## src/rtl/rf_wb_scoreboard_if.sv

```systemverilog
// Bundle between ID/WB/long-unit and the GPR write sequencer.
// The master drives requests; the slave (the scoreboard) returns stalls, ready and the rf write port.
interface rf_wb_scoreboard_if #(
   parameter int RW = 5,
   parameter int W  = 32
);
   localparam int NREG = 2 ** RW;

   logic            id_issue;
   logic            id_rs_en;
   logic [RW-1:0]   id_rs_addr;
   logic            id_rt_en;
   logic [RW-1:0]   id_rt_addr;
   logic            id_wr;
   logic [RW-1:0]   id_rd_addr;
   logic            id_long;
   logic            drain_req;
   logic            stall_o;
   logic            drain_ack;

   logic            pipe_we;
   logic [RW-1:0]   pipe_waddr;
   logic [W-1:0]    pipe_wdata;

   logic            lu_valid;
   logic [RW-1:0]   lu_addr;
   logic [W-1:0]    lu_data;
   logic            lu_ready;

   logic            rf_we;
   logic [RW-1:0]   rf_waddr;
   logic [W-1:0]    rf_wdata;

   logic [NREG-1:0] busy_o;
   logic            sb_err;

   modport master (
      output id_issue, id_rs_en, id_rs_addr, id_rt_en, id_rt_addr, id_wr, id_rd_addr,
             id_long, drain_req, pipe_we, pipe_waddr, pipe_wdata, lu_valid, lu_addr, lu_data,
      input  stall_o, drain_ack, lu_ready, rf_we, rf_waddr, rf_wdata, busy_o, sb_err
   );

   modport slave (
      input  id_issue, id_rs_en, id_rs_addr, id_rt_en, id_rt_addr, id_wr, id_rd_addr,
             id_long, drain_req, pipe_we, pipe_waddr, pipe_wdata, lu_valid, lu_addr, lu_data,
      output stall_o, drain_ack, lu_ready, rf_we, rf_waddr, rf_wdata, busy_o, sb_err
   );
endinterface

```

## src/rtl/rf_wb_scoreboard.sv

```systemverilog
// Single GPR write-port sequencer: WB has priority over the long-latency result channel,
// and a busy scoreboard of pending long writes stalls ID on RAW/WAW hazards.
module rf_wb_scoreboard #(
   parameter int RW         = 5,
   parameter int W          = 32,
   parameter int MAX_PEND   = 4,
   parameter int STARVE_MAX = 8
) (
   input logic               clk,
   input logic               rst,
   rf_wb_scoreboard_if.slave bus
);
   localparam int NREG = 2 ** RW;
   localparam int PW   = $clog2(MAX_PEND + 1);
   localparam int SW   = $clog2(STARVE_MAX + 1);

   typedef enum logic [1:0] {
      IDLE,
      BUSY,
      DRAIN
   } state_t;

   state_t          state;
   logic [NREG-1:0] busy;
   logic [PW-1:0]   pend;
   logic [SW-1:0]   starve;
   logic            rf_we_q;
   logic [RW-1:0]   rf_waddr_q;
   logic [W-1:0]    rf_wdata_q;
   logic            sb_err_q;

   logic            pwin;
   logic            lu_ready;
   logic            xfer;
   logic            lu_clr;
   logic            sb_set;
   logic            starved;
   logic            hazard;
   logic            stall;
   logic            pend_ovf;
   logic            pend_udf;
   logic            err_evt;
   logic [PW-1:0]   pend_next;
   logic [NREG-1:0] busy_next;

   // NOTE: every signal assigned here gets a default first, so no path leaves it
   // unassigned and no latch is inferred.
   always_comb begin
      pwin      = bus.pipe_we && (bus.pipe_waddr != '0);
      lu_ready  = rst && !pwin;
      xfer      = bus.lu_valid && lu_ready;
      lu_clr    = xfer && (bus.lu_addr != '0);
      starved   = (starve == SW'(STARVE_MAX));

      // Hazards look at the registered scoreboard only; a same-cycle clear does not bypass.
      hazard    = (bus.id_rs_en && (bus.id_rs_addr != '0) && busy[bus.id_rs_addr])
                | (bus.id_rt_en && (bus.id_rt_addr != '0) && busy[bus.id_rt_addr])
                | (bus.id_wr    && (bus.id_rd_addr != '0) && busy[bus.id_rd_addr])
                | (bus.id_long  && (pend == PW'(MAX_PEND)));
      stall     = rst && bus.id_issue && (hazard || starved || (state == DRAIN));

      sb_set    = bus.id_issue && !stall && bus.id_wr && bus.id_long && (bus.id_rd_addr != '0);

      pend_ovf  = sb_set && !lu_clr && (pend == PW'(MAX_PEND));
      pend_udf  = lu_clr && !sb_set && (pend == '0);
      pend_next = pend;
      if (sb_set && !lu_clr && !pend_ovf) begin
         pend_next = pend + PW'(1);
      end else if (lu_clr && !sb_set && !pend_udf) begin
         pend_next = pend - PW'(1);
      end

      // Clear first so that a same-cycle set of the same register wins.
      busy_next = busy;
      if (lu_clr) begin
         busy_next[bus.lu_addr] = 1'b0;
      end
      if (sb_set) begin
         busy_next[bus.id_rd_addr] = 1'b1;
      end

      err_evt   = (lu_clr && !busy[bus.lu_addr])
                | (pwin && busy[bus.pipe_waddr])
                | pend_ovf
                | pend_udf;
   end

   // NOTE: sequential state uses non-blocking assignments only, so every flop samples
   // the values from before the edge regardless of statement order.
   always_ff @(posedge clk) begin
      if (!rst) begin
         // NOTE: the busy vector is a small flop array, so it is cleared with everything
         // else; a stale busy bit after reset would stall ID forever.
         state      <= IDLE;
         busy       <= '0;
         pend       <= '0;
         starve     <= '0;
         rf_we_q    <= 1'b0;
         rf_waddr_q <= '0;
         rf_wdata_q <= '0;
         sb_err_q   <= 1'b0;
      end else begin
         if (pwin) begin
            rf_we_q    <= 1'b1;
            rf_waddr_q <= bus.pipe_waddr;
            rf_wdata_q <= bus.pipe_wdata;
         end else if (xfer) begin
            // A result to r0 is consumed but never reaches the file.
            rf_we_q    <= (bus.lu_addr != '0);
            rf_waddr_q <= bus.lu_addr;
            rf_wdata_q <= bus.lu_data;
         end else begin
            rf_we_q    <= 1'b0;
         end

         busy <= busy_next;
         pend <= pend_next;

         if (xfer) begin
            starve <= '0;
         end else if (bus.lu_valid && !starved) begin
            starve <= starve + SW'(1);
         end

         if (err_evt) begin
            sb_err_q <= 1'b1;
         end

         if (bus.drain_req) begin
            state <= DRAIN;
         end else if (pend_next == '0) begin
            state <= IDLE;
         end else begin
            state <= BUSY;
         end
      end
   end

   assign bus.stall_o   = stall;
   assign bus.lu_ready  = lu_ready;
   assign bus.drain_ack = rst && bus.drain_req && (pend == '0);
   assign bus.rf_we     = rf_we_q;
   assign bus.rf_waddr  = rf_waddr_q;
   assign bus.rf_wdata  = rf_wdata_q;
   assign bus.busy_o    = busy;
   assign bus.sb_err    = sb_err_q;
endmodule
```

## src/flat_wrapper.sv

```systemverilog
// flat-port wrapper written by rule: the top's interface ports become plain ports
module rf_wb_scoreboard_flat 
#(
   parameter int RW         = 5,
   parameter int W          = 32,
   parameter int MAX_PEND   = 4,
   parameter int STARVE_MAX = 8
)
  (clk, rst, bus_id_issue, bus_id_rs_en, bus_id_rs_addr, bus_id_rt_en, bus_id_rt_addr, bus_id_wr, bus_id_rd_addr, bus_id_long, bus_drain_req, bus_pipe_we, bus_pipe_waddr, bus_pipe_wdata, bus_lu_valid, bus_lu_addr, bus_lu_data, bus_stall_o, bus_drain_ack, bus_lu_ready, bus_rf_we, bus_rf_waddr, bus_rf_wdata, bus_busy_o, bus_sb_err);
  rf_wb_scoreboard_if #(.RW(RW), .W(W)) bus_i ();
  input logic clk;
  input logic rst;
  input wire logic [$bits(bus_i.id_issue)-1:0] bus_id_issue;
  input wire logic [$bits(bus_i.id_rs_en)-1:0] bus_id_rs_en;
  input wire logic [$bits(bus_i.id_rs_addr)-1:0] bus_id_rs_addr;
  input wire logic [$bits(bus_i.id_rt_en)-1:0] bus_id_rt_en;
  input wire logic [$bits(bus_i.id_rt_addr)-1:0] bus_id_rt_addr;
  input wire logic [$bits(bus_i.id_wr)-1:0] bus_id_wr;
  input wire logic [$bits(bus_i.id_rd_addr)-1:0] bus_id_rd_addr;
  input wire logic [$bits(bus_i.id_long)-1:0] bus_id_long;
  input wire logic [$bits(bus_i.drain_req)-1:0] bus_drain_req;
  input wire logic [$bits(bus_i.pipe_we)-1:0] bus_pipe_we;
  input wire logic [$bits(bus_i.pipe_waddr)-1:0] bus_pipe_waddr;
  input wire logic [$bits(bus_i.pipe_wdata)-1:0] bus_pipe_wdata;
  input wire logic [$bits(bus_i.lu_valid)-1:0] bus_lu_valid;
  input wire logic [$bits(bus_i.lu_addr)-1:0] bus_lu_addr;
  input wire logic [$bits(bus_i.lu_data)-1:0] bus_lu_data;
  output wire logic [$bits(bus_i.stall_o)-1:0] bus_stall_o;
  output wire logic [$bits(bus_i.drain_ack)-1:0] bus_drain_ack;
  output wire logic [$bits(bus_i.lu_ready)-1:0] bus_lu_ready;
  output wire logic [$bits(bus_i.rf_we)-1:0] bus_rf_we;
  output wire logic [$bits(bus_i.rf_waddr)-1:0] bus_rf_waddr;
  output wire logic [$bits(bus_i.rf_wdata)-1:0] bus_rf_wdata;
  output wire logic [$bits(bus_i.busy_o)-1:0] bus_busy_o;
  output wire logic [$bits(bus_i.sb_err)-1:0] bus_sb_err;
  assign bus_i.id_issue = bus_id_issue;
  assign bus_i.id_rs_en = bus_id_rs_en;
  assign bus_i.id_rs_addr = bus_id_rs_addr;
  assign bus_i.id_rt_en = bus_id_rt_en;
  assign bus_i.id_rt_addr = bus_id_rt_addr;
  assign bus_i.id_wr = bus_id_wr;
  assign bus_i.id_rd_addr = bus_id_rd_addr;
  assign bus_i.id_long = bus_id_long;
  assign bus_i.drain_req = bus_drain_req;
  assign bus_i.pipe_we = bus_pipe_we;
  assign bus_i.pipe_waddr = bus_pipe_waddr;
  assign bus_i.pipe_wdata = bus_pipe_wdata;
  assign bus_i.lu_valid = bus_lu_valid;
  assign bus_i.lu_addr = bus_lu_addr;
  assign bus_i.lu_data = bus_lu_data;
  assign bus_stall_o = bus_i.stall_o;
  assign bus_drain_ack = bus_i.drain_ack;
  assign bus_lu_ready = bus_i.lu_ready;
  assign bus_rf_we = bus_i.rf_we;
  assign bus_rf_waddr = bus_i.rf_waddr;
  assign bus_rf_wdata = bus_i.rf_wdata;
  assign bus_busy_o = bus_i.busy_o;
  assign bus_sb_err = bus_i.sb_err;
  rf_wb_scoreboard #(.RW(RW), .W(W), .MAX_PEND(MAX_PEND), .STARVE_MAX(STARVE_MAX)) u_core (.clk(clk), .rst(rst), .bus(bus_i));
endmodule
```

## config.mk

```make
export PLATFORM = sky130hd
export DESIGN_NAME = rf_wb_scoreboard_flat
export DESIGN_NICKNAME = d
export VERILOG_FILES = /design/src/rtl/rf_wb_scoreboard_if.sv /design/src/rtl/rf_wb_scoreboard.sv /design/src/flat_wrapper.sv
export SDC_FILE = /design/constraint.sdc
export NUM_CORES = 1
export LEC_CHECK = 0
export ABC_AREA = 1
export CORE_UTILIZATION = 50
export CTS_CLUSTER_DIAMETER = 100
export CTS_CLUSTER_SIZE = 8
export DETAILED_ROUTE_END_ITERATION = 12
export PLACE_DENSITY = 0.87
export SYNTH_ARGS = -nofsm -noshare
export SYNTH_HDL_FRONTEND = slang
export SYNTH_SLANG_ARGS = --single-unit
```

## constraint.sdc

```tcl
create_clock -name clk -period 4.4 [get_ports clk]
set_clock_uncertainty 0.05 [all_clocks]
set_input_delay 0.88 -clock clk [delete_from_list [all_inputs] [get_ports clk]]
set_output_delay 0.88 -clock clk [all_outputs]
set_load 0.05 [all_outputs]
```

==> results of run 1 <==
## area by class of cell
cell class | instances | area [µm²]
repair buffers | 188 | 1859
clock inverters | 6 | 75.07
flip-flops and latches | 80 | 1602
clock buffers | 10 | 137.6
well taps | 133 | 166.4
inverters | 70 | 265.3
multi-input cells | 630 | 3032
fillers | 850 | 2683
## cell usage after synthesis
cell type / instances / share of area
sky130_fd_sc_hd__ha_1: 5 / 0.012
sky130_fd_sc_hd__o211ai_1: 8 / 0.012
sky130_fd_sc_hd__o21bai_1: 1 / 0.0015
sky130_fd_sc_hd__or2_2: 3 / 0.0037
sky130_fd_sc_hd__a211o_1: 1 / 0.0017
sky130_fd_sc_hd__o41ai_1: 1 / 0.0017
sky130_fd_sc_hd__nand3_1: 85 / 0.084
sky130_fd_sc_hd__clkbuf_1: 28 / 0.021
sky130_fd_sc_hd__dfxtp_1: 80 / 0.32
sky130_fd_sc_hd__o221ai_1: 3 / 0.0052
sky130_fd_sc_hd__a221oi_1: 2 / 0.0034
sky130_fd_sc_hd__nand2_1: 250 / 0.18
sky130_fd_sc_hd__a22oi_1: 6 / 0.0089
sky130_fd_sc_hd__nor3_1: 16 / 0.016
sky130_fd_sc_hd__nand3b_1: 1 / 0.0015
sky130_fd_sc_hd__a21oi_1: 66 / 0.065
sky130_fd_sc_hd__nor4_1: 1 / 0.0012
sky130_fd_sc_hd__inv_2: 6 / 0.0044
sky130_fd_sc_hd__clkinv_1: 2 / 0.0015
sky130_fd_sc_hd__a21oi_2: 1 / 0.0017
sky130_fd_sc_hd__o22ai_1: 3 / 0.0037
sky130_fd_sc_hd__nand2_2: 1 / 0.0012
sky130_fd_sc_hd__inv_4: 1 / 0.0012
sky130_fd_sc_hd__a22o_1: 3 / 0.0052
sky130_fd_sc_hd__a31oi_1: 37 / 0.046
sky130_fd_sc_hd__nor2_2: 2 / 0.0025
sky130_fd_sc_hd__nand2_4: 1 / 0.0022
sky130_fd_sc_hd__nor2_1: 20 / 0.015
sky130_fd_sc_hd__xor2_1: 2 / 0.0034
sky130_fd_sc_hd__a211oi_1: 1 / 0.0015
sky130_fd_sc_hd__buf_2: 15 / 0.015
sky130_fd_sc_hd__nand3_2: 2 / 0.0039
sky130_fd_sc_hd__inv_1: 61 / 0.045
sky130_fd_sc_hd__nand4_1: 6 / 0.0074
sky130_fd_sc_hd__o21ai_0: 101 / 0.10
sky130_fd_sc_hd__a221o_1: 1 / 0.0020
## power by group through the flow
stage / sequential, W / clock [W] / combinational [W]
2_1_floorplan: 0.000902 / 0 / 0.000183
4_1_cts: 0.000777 / 0.000591 / 0.000513
3_3_place_gp: 0.000792 / 0 / 0.000504
6_report: 0.000777 / 0.000589 / 0.000519
5_1_grt: 0.000781 / 0.000622 / 0.000554
3_5_place_dp: 0.000793 / 0 / 0.000509
## flip-flops by register name, summed over array words and instances (netlist names)
| name | flops |
|---|---|
| u_core.bus.rf_wdata | 32 |
| u_core.bus.rf_waddr | 5 |
| u_core.bus.busy_o | 32 |
| u_core.pend | 3 |
| u_core.bus.sb_err | 1 |
| u_core.bus.rf_we | 1 |
| u_core.starve | 4 |
| u_core.state | 2 |
## per-stage QoR
stage | power [W] | instances | worst slack [ps] | cell area [µm²] | utilization
2_1_floorplan | 0.001085 | 823 | 1287 | 5079 | -
3_3_place_gp | 0.001296 | 1101 | 444.5 | 6924 | 0.7051
3_5_place_dp | 0.001302 | 1101 | 385.1 | 6924 | 0.7051
4_1_cts | 0.001881 | 1117 | 368.9 | 7137 | 0.7268
5_1_grt | 0.001957 | 1117 | 143.8 | 7137 | 0.7268
6_report | 0.001885 | 1117 | 236.9 | 7137 | 0.7268
## layer usage
| metal | part of all wire | routed length [µm] | GRT usage | up-vias |
|---|---|---|---|---|
| li1 | - | - | - | 3132 |
| met1 | 0.38 | 7359 | 0.4631 | 2878 |
| met2 | 0.46 | 8924 | 0.5605 | 433 |
| met3 | 0.12 | 2377 | 0.08610 | 92 |
| met4 | 0.046 | 892 | 0.1777 | 0 |
| met5 | 0 | 0 | 0 | - |
## critical path, stage by stage
cell	delay (ps)
sky130_fd_sc_hd__clkdlybuf4s50_1	700
sky130_fd_sc_hd__inv_2	210
sky130_fd_sc_hd__nand2_1	100
sky130_fd_sc_hd__nand2_1	50
sky130_fd_sc_hd__nand2_1	60
sky130_fd_sc_hd__nand2_1	60
sky130_fd_sc_hd__nand2_1	50
sky130_fd_sc_hd__nand2_1	50
sky130_fd_sc_hd__nor2_1	140
sky130_fd_sc_hd__nand2_1	90
sky130_fd_sc_hd__a21oi_1	200
sky130_fd_sc_hd__nand3_1	240
sky130_fd_sc_hd__nand2_2	160
sky130_fd_sc_hd__inv_1	80
sky130_fd_sc_hd__buf_12	150
## cell families (layout without fill, tap and decap cells)
kind of cell	count (synthesis)	count (layout)	synth area share
adders and majority gates	5	5	0.01232
DFF	80	80	0.3153
and+or+nand+nor	388	388	0.3227
AOI/OAI and AO/OA	235	235	0.2584
xor gates and xnor gates	2	2	0.003450
buffers and inverters	113	274	0.08771
## path summary, 6_finish.rpt
check / end / slack, ps / cells after the start / startpoint
worst min register to register: u_core.bus.sb_err$_SDFFE_PN0P_ / 430 / 2 / u_core.bus.sb_err$_SDFFE_PN0P_
worst max-delay path: bus_stall_o / 240 / 15 / bus_id_rd_addr[0]
worst min-delay path: u_core.bus.sb_err$_SDFFE_PN0P_ / 430 / 2 / u_core.bus.sb_err$_SDFFE_PN0P_
worst max register to register: u_core.state[0]$_SDFF_PP0_ / 1650 / 16 / u_core.bus.busy_o[23]$_SDFF_PN0_
==> results.txt, run 1 <==
----------------------------------------------------
[Route]
  Number of violations reported at the end of detailed-routing iteration 0 ... 695
  Post-route ant nets ... 0
  Via count of the routed design ... 6535
  Final routed wirelength across all metal layers ... 19550 µm
  WL per Instance ... 17.50 µm
  Vias per Instance ... 5.850
  Total DRC errors in the routed layout ... 0
  First drt pass iteration count ... 7

[STA]
  Final Setup Violations ... 0
  Number of pins exceeding their max-slew limit in the final report ... 0
  Transition time of the tightest slew-check pin ... 735.5 ps
  Total negative slack ... 0 ps
  Highest Clock Rate ... 0.2402 GHz
  Hold slack ... 434.2 ps
  Worst relative slew slack ... 0.5078
  Unrepaired setup endpoints after global routing ... false
  Share of the cycle needed by the critical path after routing ... 0.9461
  Hold violation count in the final report ... 0
  Final Critical Period ... 4163 ps

[GRT]
  Vias in the first global route ... 5645
  Global-route wire length before repair ... 28880 µm
  Total grt overflow ... 0
  Antenna violations before repair ... 0
  All-layer global routing usage ... 0.3585
  Pin count of the biggest net entering global routing ... 75

[Logic synthesis]
  Post-Syn Instances ... 823
  Per-instance average area after synthesis ... 6.171 µm²
  Number of synthesis warnings ... 0
  Proportion of synthesized chip area in sequential cells ... 0.3153
  Number of library cell types mapped by synthesis ... 36
  Net Count, Synth ... 927
  Total standard cell area after synthesis ... 5079 µm²
  Number of flip-flops and latches in the synthesized netlist ... 80

[Clocking]
  Post-CTS Setup Bufs ... 0
  Clk Tree Root Cell ... sky130_fd_sc_hd__clkbuf_8
  Deepest clock path buffer count ... 2
  Clock tree from TritonCTS ... done
  Number of sinks on the clock net ... 80
  Clock latency at the later pin of the worst-skew pair ... 370 ps
  Clock-pin transition on the worst setup and hold timing paths ... 90 ps
  H-tree Lvls ... 3
  Hold-fix buffers at CTS ... 0
  Number of buffers inserted during clock tree synthesis ... 9
  Post-CTS sizing ... 0

[Outcome]
  Result of the run ... finished, final reports clean

[Finish]
  Final net count ... 1083
  Growth of design area from synthesis to finish ... 40.53%
  Most frequent standard cell in the layout excluding fill and tap cells ... sky130_fd_sc_hd__nand2_1
  Leading cell types in the layout, fill and taps excluded ... sky130_fd_sc_hd__nand2_1, sky130_fd_sc_hd__clkdlybuf4s50_1, sky130_fd_sc_hd__o21ai_0, sky130_fd_sc_hd__nand3_1, sky130_fd_sc_hd__dfxtp_1
  Fraction of layout cells with a size suffix above 1 ... 0.05285
  Antenna cell count ... 0

[Critical path]
  Category of the worst setup path launch point ... primary input
  Type of the setup path with the least slack ... primary input to primary output
  Largest driver fanout on the critical path ... 15
  Data required, critical path ... 3470 ps
  Critical Path Sink Type ... primary output
  Worst endpoint data arrival time ... 3230 ps

[Power and ir drop]
  Share of total power consumed by net switching ... 0.3400
  Power share of the sequential group ... 0.412
  Total leakage power ... 2.803 nW
  Peak ir drop on the vdd network ... 0.1853 mV
  Proportion of power drawn by the clock network ... 0.313
  Logic pwr share ... 0.275
  Cell area power density ... 264.2 nW/µm²
  Internal power of the cells ... 0.001244 W
  Switching pwr ... 0.0006409 W

[Placed design]
  Number of buffers inserted by port buffering ... 172
  Final weighted congestion in routability-driven placement ... 0.9933
  Dpl hpwl ... 13660 µm

[Floorplanning]
  Core Box Area ... 9819 µm²
  DIE HEIGHT ... 102.8 µm
  Number of primary I/O pins ... 173
  Floorplan row count ... 36
  Initial core utilization ... 0.5172
  Floorplan die width ... 102.8 µm
  Floorplan die area ... 10560 µm²

[Job]
  Max-Cap Viols ... 0

[Hold path]
  Worst Hold Class ... flip-flop to flip-flop

----------------------------------------------------
Note: power is estimated with default switching activity, not from simulation.
==> run 2: changes to the inputs <==
--- a/config.mk
+++ b/config.mk
@@ -5,11 +5,13 @@
 export SDC_FILE = /design/constraint.sdc
 export NUM_CORES = 1
 export LEC_CHECK = 0
-export ABC_AREA = 1
-export CORE_UTILIZATION = 50
+export CELL_PAD_IN_SITES_DETAIL_PLACEMENT = 0
+export CELL_PAD_IN_SITES_GLOBAL_PLACEMENT = 1
+export CORE_UTILIZATION = 37
 export CTS_CLUSTER_DIAMETER = 100
 export CTS_CLUSTER_SIZE = 8
 export DETAILED_ROUTE_END_ITERATION = 12
+export GPL_TIMING_DRIVEN = 0
 export PLACE_DENSITY = 0.87
 export SYNTH_ARGS = -nofsm -noshare
 export SYNTH_HDL_FRONTEND = slang
==> results.txt, run 2 <==
----------------------------------------------------
[Floorplanning]
  Core Box Area ... 13400 µm²
  DIE HEIGHT ... 119.8 µm
  Floorplan die width ... 119.8 µm
  Floorplan row count ... 42
  Initial core utilization ... 0.3829
  Floorplan die area ... 14340 µm²
  Number of primary I/O pins ... 173

[STA]
  Number of pins exceeding their max-slew limit in the final report ... 0
  Share of the cycle needed by the critical path after routing ... 0.9563
  Final critical-path setup slack ... 192.1 ps
  Hold slack ... 465.3 ps
  Worst relative slew slack ... 0.5086
  Highest Clock Rate ... 0.2377 GHz
  Total negative slack ... 0 ps
  Transition time of the tightest slew-check pin ... 737.1 ps
  Final Setup Violations ... 0
  Hold violation count in the final report ... 0
  Final Critical Period ... 4208 ps
  Unrepaired setup endpoints after global routing ... false

[Critical path]
  FF-to-FF path depth ... 13
  Endpoint of the worst setup timing path ... bus_stall_o
  Timing startpoint of the critical path ... bus_id_rd_addr[4]
  Worst path most repeated cell ... sky130_fd_sc_hd__nand3_1
  Type of the setup path with the least slack ... primary input to primary output
  Category of the worst setup path launch point ... primary input
  Worst R2R End ... u_core.bus.busy_o[1]$_SDFF_PN0_
  Data required, critical path ... 3470 ps
  Cell with the largest stage delay on the worst path ... sky130_fd_sc_hd__clkdlybuf4s50_1
  Peak per-stage delay on the critical path ... 540 ps
  Largest driver fanout on the critical path ... 10
  Launch point of the worst reg-to-reg path ... u_core.pend[0]$_SDFF_PN0_
  Minimum setup slack among reg-to-reg paths ... 1370 ps
  Critical Path Sink Type ... primary output
  Cells along the critical path ... clkdlybuf4s50_1, clkbuf_1, nand3_1, o221ai_1, o21ai_0, nand4_1, o21ai_1, nand3_1, and3_1, clkbuf_2
  Worst endpoint data arrival time ... 3280 ps

[Finish]
  Sequential standard cell area ... 1602 µm²
  Most frequent standard cell in the layout excluding fill and tap cells ... sky130_fd_sc_hd__clkdlybuf4s50_1
  Area occupied by multi-input gates ... 3273 µm²
  Antenna cell count ... 0
  Fraction of layout cells with a size suffix above 1 ... 0.08725
  Final net count ... 844
  Fill cell total of the finished layout ... 1227
  Non-Filler Cell Area, Final ... 7286 µm²
  Growth of design area from synthesis to finish ... 41.99%
  Leading cell types in the layout, fill and taps excluded ... sky130_fd_sc_hd__clkdlybuf4s50_1, sky130_fd_sc_hd__dfxtp_1, sky130_fd_sc_hd__mux2i_1, sky130_fd_sc_hd__nor2_1, sky130_fd_sc_hd__o21ai_0

[Clocking]
  Hold-fix buffers at CTS ... 0
  Number of sinks on the clock net ... 80
  Clock tree from TritonCTS ... done
  H-tree Lvls ... 3
  Clk Tree Root Cell ... sky130_fd_sc_hd__clkbuf_16
  Deepest clock path buffer count ... 2
  Post-CTS Setup Bufs ... 0
  Clock-pin transition on the worst setup and hold timing paths ... 70 ps
  Post-CTS sizing ... 1
  Number of buffers inserted during clock tree synthesis ... 9
  Clock latency at the later pin of the worst-skew pair ... 350 ps

[Logic synthesis]
  Fraction of post-synthesis cell area in the top cell type by area ... 0.3121
  Most numerous cell in the Yosys netlist ... sky130_fd_sc_hd__dfxtp_1
  Cells taking the most area after synthesis ... sky130_fd_sc_hd__dfxtp_1, sky130_fd_sc_hd__mux2i_1, sky130_fd_sc_hd__mux4_2, sky130_fd_sc_hd__a211oi_1, sky130_fd_sc_hd__nor2_1
  Per-instance average area after synthesis ... 9.066 µm²
  Total standard cell area after synthesis ... 5131 µm²
  Library cell with the largest summed area after synthesis ... sky130_fd_sc_hd__dfxtp_1
  Synth cell count leaders ... sky130_fd_sc_hd__dfxtp_1, sky130_fd_sc_hd__mux2i_1, sky130_fd_sc_hd__nor2_1
  Number of library cell types mapped by synthesis ... 61
  EDFF count, synth ... 0
  Number of synthesis warnings ... 0
  Post-Syn Instances ... 566
  Proportion of synthesized chip area in sequential cells ... 0.3121
  Share of synthesized registers carrying an async set or reset ... 0
  Net Count, Synth ... 670
  Number of flip-flops and latches in the synthesized netlist ... 80
  Predominant post-synthesis flop cell ... sky130_fd_sc_hd__dfxtp_1

[GRT]
  Met3 track demand over resource in global routing ... 0.05038
  Global-route wire length before repair ... 28790 µm
  Met1 Use GR ... 0.3354
  Total grt overflow ... 0
  Vias in the first global route ... 5275
  Pin count of the biggest net entering global routing ... 15
  Antenna violations before repair ... 0
  All-layer global routing usage ... 0.2611
  Met2 capacity usage during global routing ... 0.4212
  Layer with the highest usage after global routing ... met2

[Placed design]
  Post-Place Setup Slack ... -254.1 ps
  Total cell area at the placement stage ... 6983 µm²
  Dpl hpwl ... 14230 µm
  Final weighted congestion in routability-driven placement ... 0.9272
  Number of buffers inserted by port buffering ... 163

[Route]
  Post-route ant nets ... 0
  Number of violations reported at the end of detailed-routing iteration 0 ... 497
  Total DRC errors in the routed layout ... 0
  WL per Instance ... 20.66 µm
  Final routed wirelength across all metal layers ... 19030 µm
  First drt pass iteration count ... 5
  Vias per Instance ... 5.846
  Via count of the routed design ... 5384

[Power and ir drop]
  Peak ir drop on the vdd network ... 0.2206 mV
  Total leakage power ... 2.658 nW
  Tot Pwr ... 0.002065 W
  Cell area power density ... 283.4 nW/µm²

[Hold path]
  Worst Hold Class ... flip-flop to flip-flop

[Outcome]
  Result of the run ... finished, final reports clean

[Job]
  Max-Cap Viols ... 0

----------------------------------------------------
==> run 2: changes by cell type after synthesis, sizes merged, moves of 13 or more <==
cell / delta
a31oi: -33
o21ai: -59
o21a: +14
nor2: +43
nand3: -75
a21oi: -48
a211oi: +36
nor3: -13
nand2: -219
mux2i: +67
inv: -54
mux4: +27
==> run 2: cells by family (layout without fill, tap and decap cells) <==
family	count (synthesis)	after routing	share of synthesized area
AO/OA/AOI/OAI	149	149	0.1914
AND/OR/NAND/NOR	177	177	0.1775
multiplexers	94	94	0.2499
flip-flops	80	80	0.3121
buffers and inverters	57	236	0.04999
adder cells (fa/ha/maj)	5	5	0.01219
XOR/XNOR	4	4	0.006829
==> run 2: worst min path at each step <==
| stage | end | cells after the start | startpoint |
|---|---|---|---|
| after global placement | u_core.starve[1]$_SDFFE_PP0P_ | 2 | u_core.starve[1]$_SDFFE_PP0P_ |
| after detailed placement | u_core.starve[1]$_SDFFE_PP0P_ | 2 | u_core.starve[1]$_SDFFE_PP0P_ |
| after floorplan | u_core.starve[1]$_SDFFE_PP0P_ | 2 | u_core.starve[1]$_SDFFE_PP0P_ |
| after global routing | u_core.starve[1]$_SDFFE_PP0P_ | 2 | u_core.starve[1]$_SDFFE_PP0P_ |
| final | u_core.starve[1]$_SDFFE_PP0P_ | 2 | u_core.starve[1]$_SDFFE_PP0P_ |
| after CTS | u_core.starve[1]$_SDFFE_PP0P_ | 2 | u_core.starve[1]$_SDFFE_PP0P_ |
==> run 2: layout make-up <==
| cell class | instances | area share |
|---|---|---|
| sequential | 80 | 0.2198 |
| clock buffer | 11 | 0.03332 |
| timing repair buffer | 163 | 0.2236 |
| buffer | 43 | 0.02799 |
| tap | 176 | 0.03022 |
| multi-input combinational | 429 | 0.4493 |
| inverter | 14 | 0.007213 |
| clock inverter | 5 | 0.008587 |
==> run 2: where the power goes <==
part           internal [W]  switching, W  leakage [nW]
sequential         0.000758     0.0000196         0.656
clock              0.000460      0.000328         0.143
combinational      0.000211      0.000288          1.86
total               0.00143      0.000636          2.66
==> run 2: routing by layer <==
layer	wire, µm	share of wire	vias to the layer above
met4	641	0.034	0
met2	9049	0.48	271
li1	-	-	2473
met5	0	0	-
met3	1475	0.078	47
met1	7864	0.41	2593
==> run 2: stage by stage <==
step                      utilization  cells
after global placement         0.5211    905
after global routing           0.5437    921
after CTS                      0.5438    921
after detailed placement       0.5211    905
final                          0.5437    921
after floorplan                     -    566
==> run 2: worst max-delay path, delay by kind of cell <==
| family | cells | cell delay, ps |
|---|---|---|
| and+or+nand+nor | 4 | 780 |
| AOI/OAI and AO/OA | 3 | 460 |
| buffers and inverters | 3 | 1150 |
